$ cat config.mk
export PLATFORM = sky130hd
export DESIGN_NAME = note_tracker
export DESIGN_NICKNAME = d
export VERILOG_FILES = /design/src/rtl/note_tracker.sv
export SDC_FILE = /design/constraint.sdc
export NUM_CORES = 1
export LEC_CHECK = 0
export BUFFER_PORTS_ARGS = -buffer_cell sky130_fd_sc_hd__buf_4
export CAP_MARGIN = 25
export CORE_MARGIN = 2
export CORE_UTILIZATION = 51
export CTS_CLUSTER_SIZE = 30
export DETAILED_ROUTE_END_ITERATION = 12
export PLACE_DENSITY_LB_ADDON = 0.05
export SLEW_MARGIN = 10
export SYNTH_ARGS = -nofsm -noshare
export SYNTH_HDL_FRONTEND = slang
export SYNTH_SLANG_ARGS = --single-unit
$ cat constraint.sdc
create_clock -name clk_in -period 0.99 [get_ports clk_in]
set_input_delay 0.0495 -clock clk_in [delete_from_list [all_inputs] [get_ports clk_in]]
set_output_delay 0.0495 -clock clk_in [all_outputs]
set_load 0.05 [all_outputs]
$ cat src/rtl/note_tracker.sv
//==============================================================================
// Module      : note_tracker
// Description : Debounced single-note tracker for a 7-key keyboard. It follows
//               one key through IDLE/ATTACK/HOLD/RELEASE, reports which key is
//               held and for how long, and pulses once when the note ends.
//               Define NOTE_TRACKER_SYNC_EN to add two-flop key synchronisers.
// Revision    : 1.0 - initial release
//==============================================================================
`default_nettype none

module note_tracker #(
    parameter int DEBOUNCE_CYCLES = 4,
    parameter int TICKS_PER_STEP  = 10
) (
    input  logic       clk_in,
    input  logic       rst_in,
    input  logic [6:0] keys_in,
    output logic [2:0] key_played,
    output logic [2:0] note_duration,
    output logic       note_active,
    output logic       note_done
);

    localparam int c_DB_W   = (DEBOUNCE_CYCLES < 1) ? 1 : $clog2(DEBOUNCE_CYCLES + 1);
    localparam int c_STEP_W = (TICKS_PER_STEP < 2) ? 1 : $clog2(TICKS_PER_STEP);
    localparam logic [c_DB_W-1:0]   c_DB_MAX   = c_DB_W'(DEBOUNCE_CYCLES);
    localparam logic [c_STEP_W-1:0] c_STEP_MAX = c_STEP_W'(TICKS_PER_STEP - 1);
    localparam logic [2:0]          c_DUR_MAX  = 3'd7;

    typedef enum logic [1:0] {
        IDLE    = 2'd0,
        ATTACK  = 2'd1,
        HOLD    = 2'd2,
        RELEASE = 2'd3
    } state_t;

    // Reset asserts asynchronously and releases on a clock edge.
    logic r_rst_meta;
    logic r_rst_sync;

    always_ff @(posedge clk_in or negedge rst_in) begin
        if (!rst_in) begin
            r_rst_meta <= 1'b0;
            r_rst_sync <= 1'b0;
        end else begin
            r_rst_meta <= 1'b1;
            r_rst_sync <= r_rst_meta;
        end
    end

    logic [6:0] w_keys;

`ifdef NOTE_TRACKER_SYNC_EN
    logic [6:0] r_keys_meta;
    logic [6:0] r_keys_sync;

    always_ff @(posedge clk_in or negedge r_rst_sync) begin
        if (!r_rst_sync) begin
            r_keys_meta <= '0;
            r_keys_sync <= '0;
        end else begin
            r_keys_meta <= keys_in;
            r_keys_sync <= r_keys_meta;
        end
    end

    assign w_keys = r_keys_sync;
`else
    assign w_keys = keys_in;
`endif

    state_t                r_state;
    logic [2:0]            r_cand;
    logic [c_DB_W-1:0]     r_db_cnt;
    logic [c_STEP_W-1:0]   r_step_cnt;
    logic [2:0]            r_key_played;
    logic [2:0]            r_duration;
    logic                  r_active;
    logic                  r_done;

    state_t                w_state_nxt;
    logic [2:0]            w_cand_nxt;
    logic [c_DB_W-1:0]     w_db_nxt;
    logic [c_STEP_W-1:0]   w_step_nxt;
    logic [2:0]            w_key_nxt;
    logic [2:0]            w_dur_nxt;
    logic                  w_active_nxt;
    logic                  w_done_nxt;

    logic [2:0]            w_low_idx;
    logic                  w_any_key;
    logic                  w_cand_key;
    logic                  w_step_wrap;

    always_comb begin
        w_low_idx = 3'd0;
        for (int k = 6; k >= 0; k--) begin
            if (w_keys[k]) begin
                w_low_idx = 3'(k);
            end
        end
    end

    assign w_any_key   = |w_keys;
    assign w_cand_key  = w_keys[r_cand];
    assign w_step_wrap = (r_step_cnt == c_STEP_MAX);

    always_ff @(posedge clk_in or negedge r_rst_sync) begin
        if (!r_rst_sync) begin
            r_state <= IDLE;
        end else begin
            r_state <= w_state_nxt;
        end
    end

    always_comb begin
        w_state_nxt  = r_state;
        w_cand_nxt   = r_cand;
        w_db_nxt     = r_db_cnt;
        w_step_nxt   = r_step_cnt;
        w_key_nxt    = r_key_played;
        w_dur_nxt    = r_duration;
        w_active_nxt = r_active;
        w_done_nxt   = 1'b0;

        case (r_state)
            IDLE: begin
                if (w_any_key) begin
                    w_state_nxt = ATTACK;
                    w_cand_nxt  = w_low_idx;
                    w_db_nxt    = '0;
                end
            end

            ATTACK: begin
                if (!w_cand_key) begin
                    w_state_nxt = IDLE;
                end else if (r_db_cnt == c_DB_MAX) begin
                    w_state_nxt  = HOLD;
                    w_key_nxt    = r_cand;
                    w_dur_nxt    = 3'd0;
                    w_active_nxt = 1'b1;
                    w_step_nxt   = '0;
                end else begin
                    w_db_nxt = r_db_cnt + c_DB_W'(1);
                end
            end

            HOLD, RELEASE: begin
                // Duration keeps accruing through a pending release.
                if (w_step_wrap) begin
                    w_step_nxt = '0;
                    if (r_duration != c_DUR_MAX) begin
                        w_dur_nxt = r_duration + 3'd1;
                    end
                end else begin
                    w_step_nxt = r_step_cnt + c_STEP_W'(1);
                end

                if (r_state == HOLD) begin
                    if (!w_cand_key) begin
                        w_state_nxt = RELEASE;
                        w_db_nxt    = '0;
                    end
                end else if (w_cand_key) begin
                    w_state_nxt = HOLD;
                end else if (r_db_cnt == c_DB_MAX) begin
                    w_state_nxt  = IDLE;
                    w_active_nxt = 1'b0;
                    w_done_nxt   = 1'b1;
                end else begin
                    w_db_nxt = r_db_cnt + c_DB_W'(1);
                end
            end

            default: begin
                w_state_nxt = IDLE;
            end
        endcase
    end

    always_ff @(posedge clk_in or negedge r_rst_sync) begin
        if (!r_rst_sync) begin
            r_cand       <= 3'd0;
            r_db_cnt     <= '0;
            r_step_cnt   <= '0;
            r_key_played <= 3'd0;
            r_duration   <= 3'd0;
            r_active     <= 1'b0;
            r_done       <= 1'b0;
        end else begin
            r_cand       <= w_cand_nxt;
            r_db_cnt     <= w_db_nxt;
            r_step_cnt   <= w_step_nxt;
            r_key_played <= w_key_nxt;
            r_duration   <= w_dur_nxt;
            r_active     <= w_active_nxt;
            r_done       <= w_done_nxt;
        end
    end

    assign key_played    = r_key_played;
    assign note_duration = r_duration;
    assign note_active   = r_active;
    assign note_done     = r_done;

endmodule

`default_nettype wire

==> metrics.cfg <==
[run_status]
status=finished with violations
violations=setup timing

[placement]
gp_congestion=0.820
dp.final_hpwl_um=2230
dp_slack_ns=-0.688
placed_area_um2=1780
io_buffers=16
dp_cells=212

[worst_hold_path]
hold_path_class=in2reg
hold_start=keys_in[1]

[global_route]
grt_max_degree=21
grt-ovfl-total=0
grt_pass1_wl_um=5330
grtUsageTotal_pct=25.6
grt_pass1_vias=1203
antenna_found_initial=0

[power]
power.switching_mw=2.88
power.total_mw=6.85
p_per_area_nw_per_um2=3300
seq_power_share_pct=23.0
vdd_drop_max_mv=2.30
p_comb_share_pct=66.5
cellLeakagePower_nw=0.967
p_int_mw=3.97
clkPwrFrac_pct=10.5
p_sw_share_pct=42.0

[setup_path]
arrival_ns=1.90
r2r_start=r_cand[2]
end_kind=flop
path_max_fanout=4
crit_required_ns=1.21
worstSetupPathType=reg2reg
startpoint=r_cand[2]
cp-start-kind=flop

[clock_network]
ctsLongestPathBuffers=2
clock-root-buffer=clkbuf_4
cts_num_sinks=22
tritoncts=yes
cts.clk_slew.worst_paths_ns=0.14
htreeDepth=1
cts_buffers=3
insertion_delay_ns=0.33

[sta]
setup_tns_ns=-11.17
fin_ws_ns=-0.689
fin_crit_sh_pct=170
rsz0062_at_grt=yes
fin_skew_ns=0.0103
slew_viol_final=0
holdWs_ns=0.00236
fmax_mhz=596
fin_crit_ns=1.68
setup_viol=23
finalHoldViolations=0

[floorplan]
io_pins=17
core_area_um2=2430
die_area_um2=2920
row_count=18
die_y_um=54
start_util_pct=52.4
die_x_um=54

[cells_and_area]
fin_area_um2=2070
area_growth_pct=62.7
n_antenna_cell=0
final_common_cell=buf_4
drive_gt1_share_pct=53.3
layout.nets=215
final_core_util_pct=85.3
finalNonFillerCells=229
final_cell_mix=58 x buf_4, 17 x dfrtp_1, 12 x nand2_1

[routing]
num_vias=1281
first_pass_iters=4
wire_per_inst_um=17.6
via_per_inst=5.59
antenna_left=0
drc=0
wirelength_um=4030
drtIter0Drc=33

[synth]
syn_nets=145
avgSynthCellArea_um2=9.81
ys_seq_area_share_pct=43.2
ys_seq_elements=22
syn-cell-area_um2=1270
synth_cell_types=40
synth_cells=130
yosys_warnings=0

[job]
maxCapViolations=0

==> metal layers <==
layer  track usage (%)  share of wire [%]  up-vias
met1              30.4                 40      618
met2              47.8                 55       44
met3              3.61                3.9       10
li1                  -                  -      609
met4              6.67                1.9        0
met5                 0                  0        -
==> cell usage after synthesis, drive strengths merged <==
| master | instances | area [µm²] |
|---|---|---|
| or3b | 1 | 8.76 |
| conb | 1 | 3.75 |
| o21bai | 1 | 11.3 |
| mux2 | 3 | 33.8 |
| a31oi | 4 | 25.0 |
| mux2i | 7 | 70.1 |
| nand4 | 4 | 25.0 |
| a41oi | 2 | 17.5 |
| o31ai | 1 | 7.51 |
| o41ai | 1 | 8.76 |
| o21a | 2 | 15.0 |
| nor2 | 9 | 33.8 |
| buf | 2 | 22.5 |
| a31o | 1 | 8.76 |
| clkbuf | 5 | 18.8 |
| nand3 | 2 | 10.0 |
| o22ai | 3 | 18.8 |
| nor4 | 1 | 6.26 |
| or2 | 1 | 6.26 |
| and3 | 1 | 6.26 |
| inv | 9 | 33.8 |
| dfrtp | 22 | 551 |
| o311ai | 1 | 8.76 |
| o221ai | 1 | 15.0 |
| o32a | 1 | 10.0 |
| a22oi | 1 | 12.5 |
| nand2 | 15 | 63.8 |
| ha | 6 | 75.1 |
| o21ai | 3 | 15.0 |
| nor3 | 5 | 36.3 |
| a211oi | 2 | 15.0 |
| and2 | 1 | 6.26 |
| a32oi | 1 | 8.76 |
| nor2b | 2 | 12.5 |
| nand3b | 2 | 15.0 |
| o2bb2ai | 1 | 8.76 |
| a221o | 1 | 10.0 |
| a21oi | 4 | 20.0 |
==> area by class of cell <==
class                      instances  area, µm²
inverter                           9       33.8
multi-input combinational         92        782
fill                             122        358
tap                               30       37.5
sequential                        22        557
timing repair buffer              72        612
clock inverter                     1       30.0
clock buffer                       3       22.5
==> state kept, by name (all words and copies together) (netlist names), named ones only <==
name	flops
note_duration	3
key_played	3
r_state	1
note_active	1
r_step_cnt	4
note_done	1
r_rst_meta	1
r_db_cnt	3
r_cand	3
r_rst_sync	1
==> kinds of logic after synthesis <==
group	after synthesis	synth area share (%)
AO/OA/AOI/OAI	31	18.5
other	1	0.294
flip-flops	22	43.2
adder cells (fa/ha/maj)	6	5.89
multiplexers	10	8.15
buffers and inverters	16	5.89
AND/OR/NAND/NOR	44	18.1
==> repair_timing <==
item	in CTS	in global routing
setup buffers	5	8
hold endpoints to repair	2	0
pin swaps	5	8
hold buffers	1	0
gates resized for setup	21	10
endpoints found under the setup margin	23	27
==> path summary, 6_finish.rpt <==
check,end,slack (ns),cells after the start
worst min register to register,r_cand[1],0.20,1
min in group asynchronous,r_rst_sync,0.04,2
worst max register to register,key_played[0],-0.69,5
max in group asynchronous,async pin,0.55,1
worst max-delay path,key_played[0],-0.69,5
worst min-delay path,r_cand[1],0.002,3
==> critical path, cell delays in order (launching register included) <==
cell	delay [ns]
dfrtp_2	0.47
mux2i_1	0.15
a22oi_2	0.25
nand2_4	0.10
nor3_4	0.25
mux2_4	0.33
==> power by group through the flow <==
| stage | clock, mW | sequential, mW | combinational [mW] |
|---|---|---|---|
| 4_1_cts | 0.710 | 1.57 | 4.11 |
| 3_3_place_gp | 0 | 1.54 | 3.44 |
| 6_report | 0.720 | 1.58 | 4.55 |
| 3_5_place_dp | 0 | 1.56 | 3.55 |
| 2_1_floorplan | 0 | 1.96 | 1.81 |
| 5_1_grt | 0.760 | 1.61 | 4.84 |
Power figures use the tool's default switching activity.
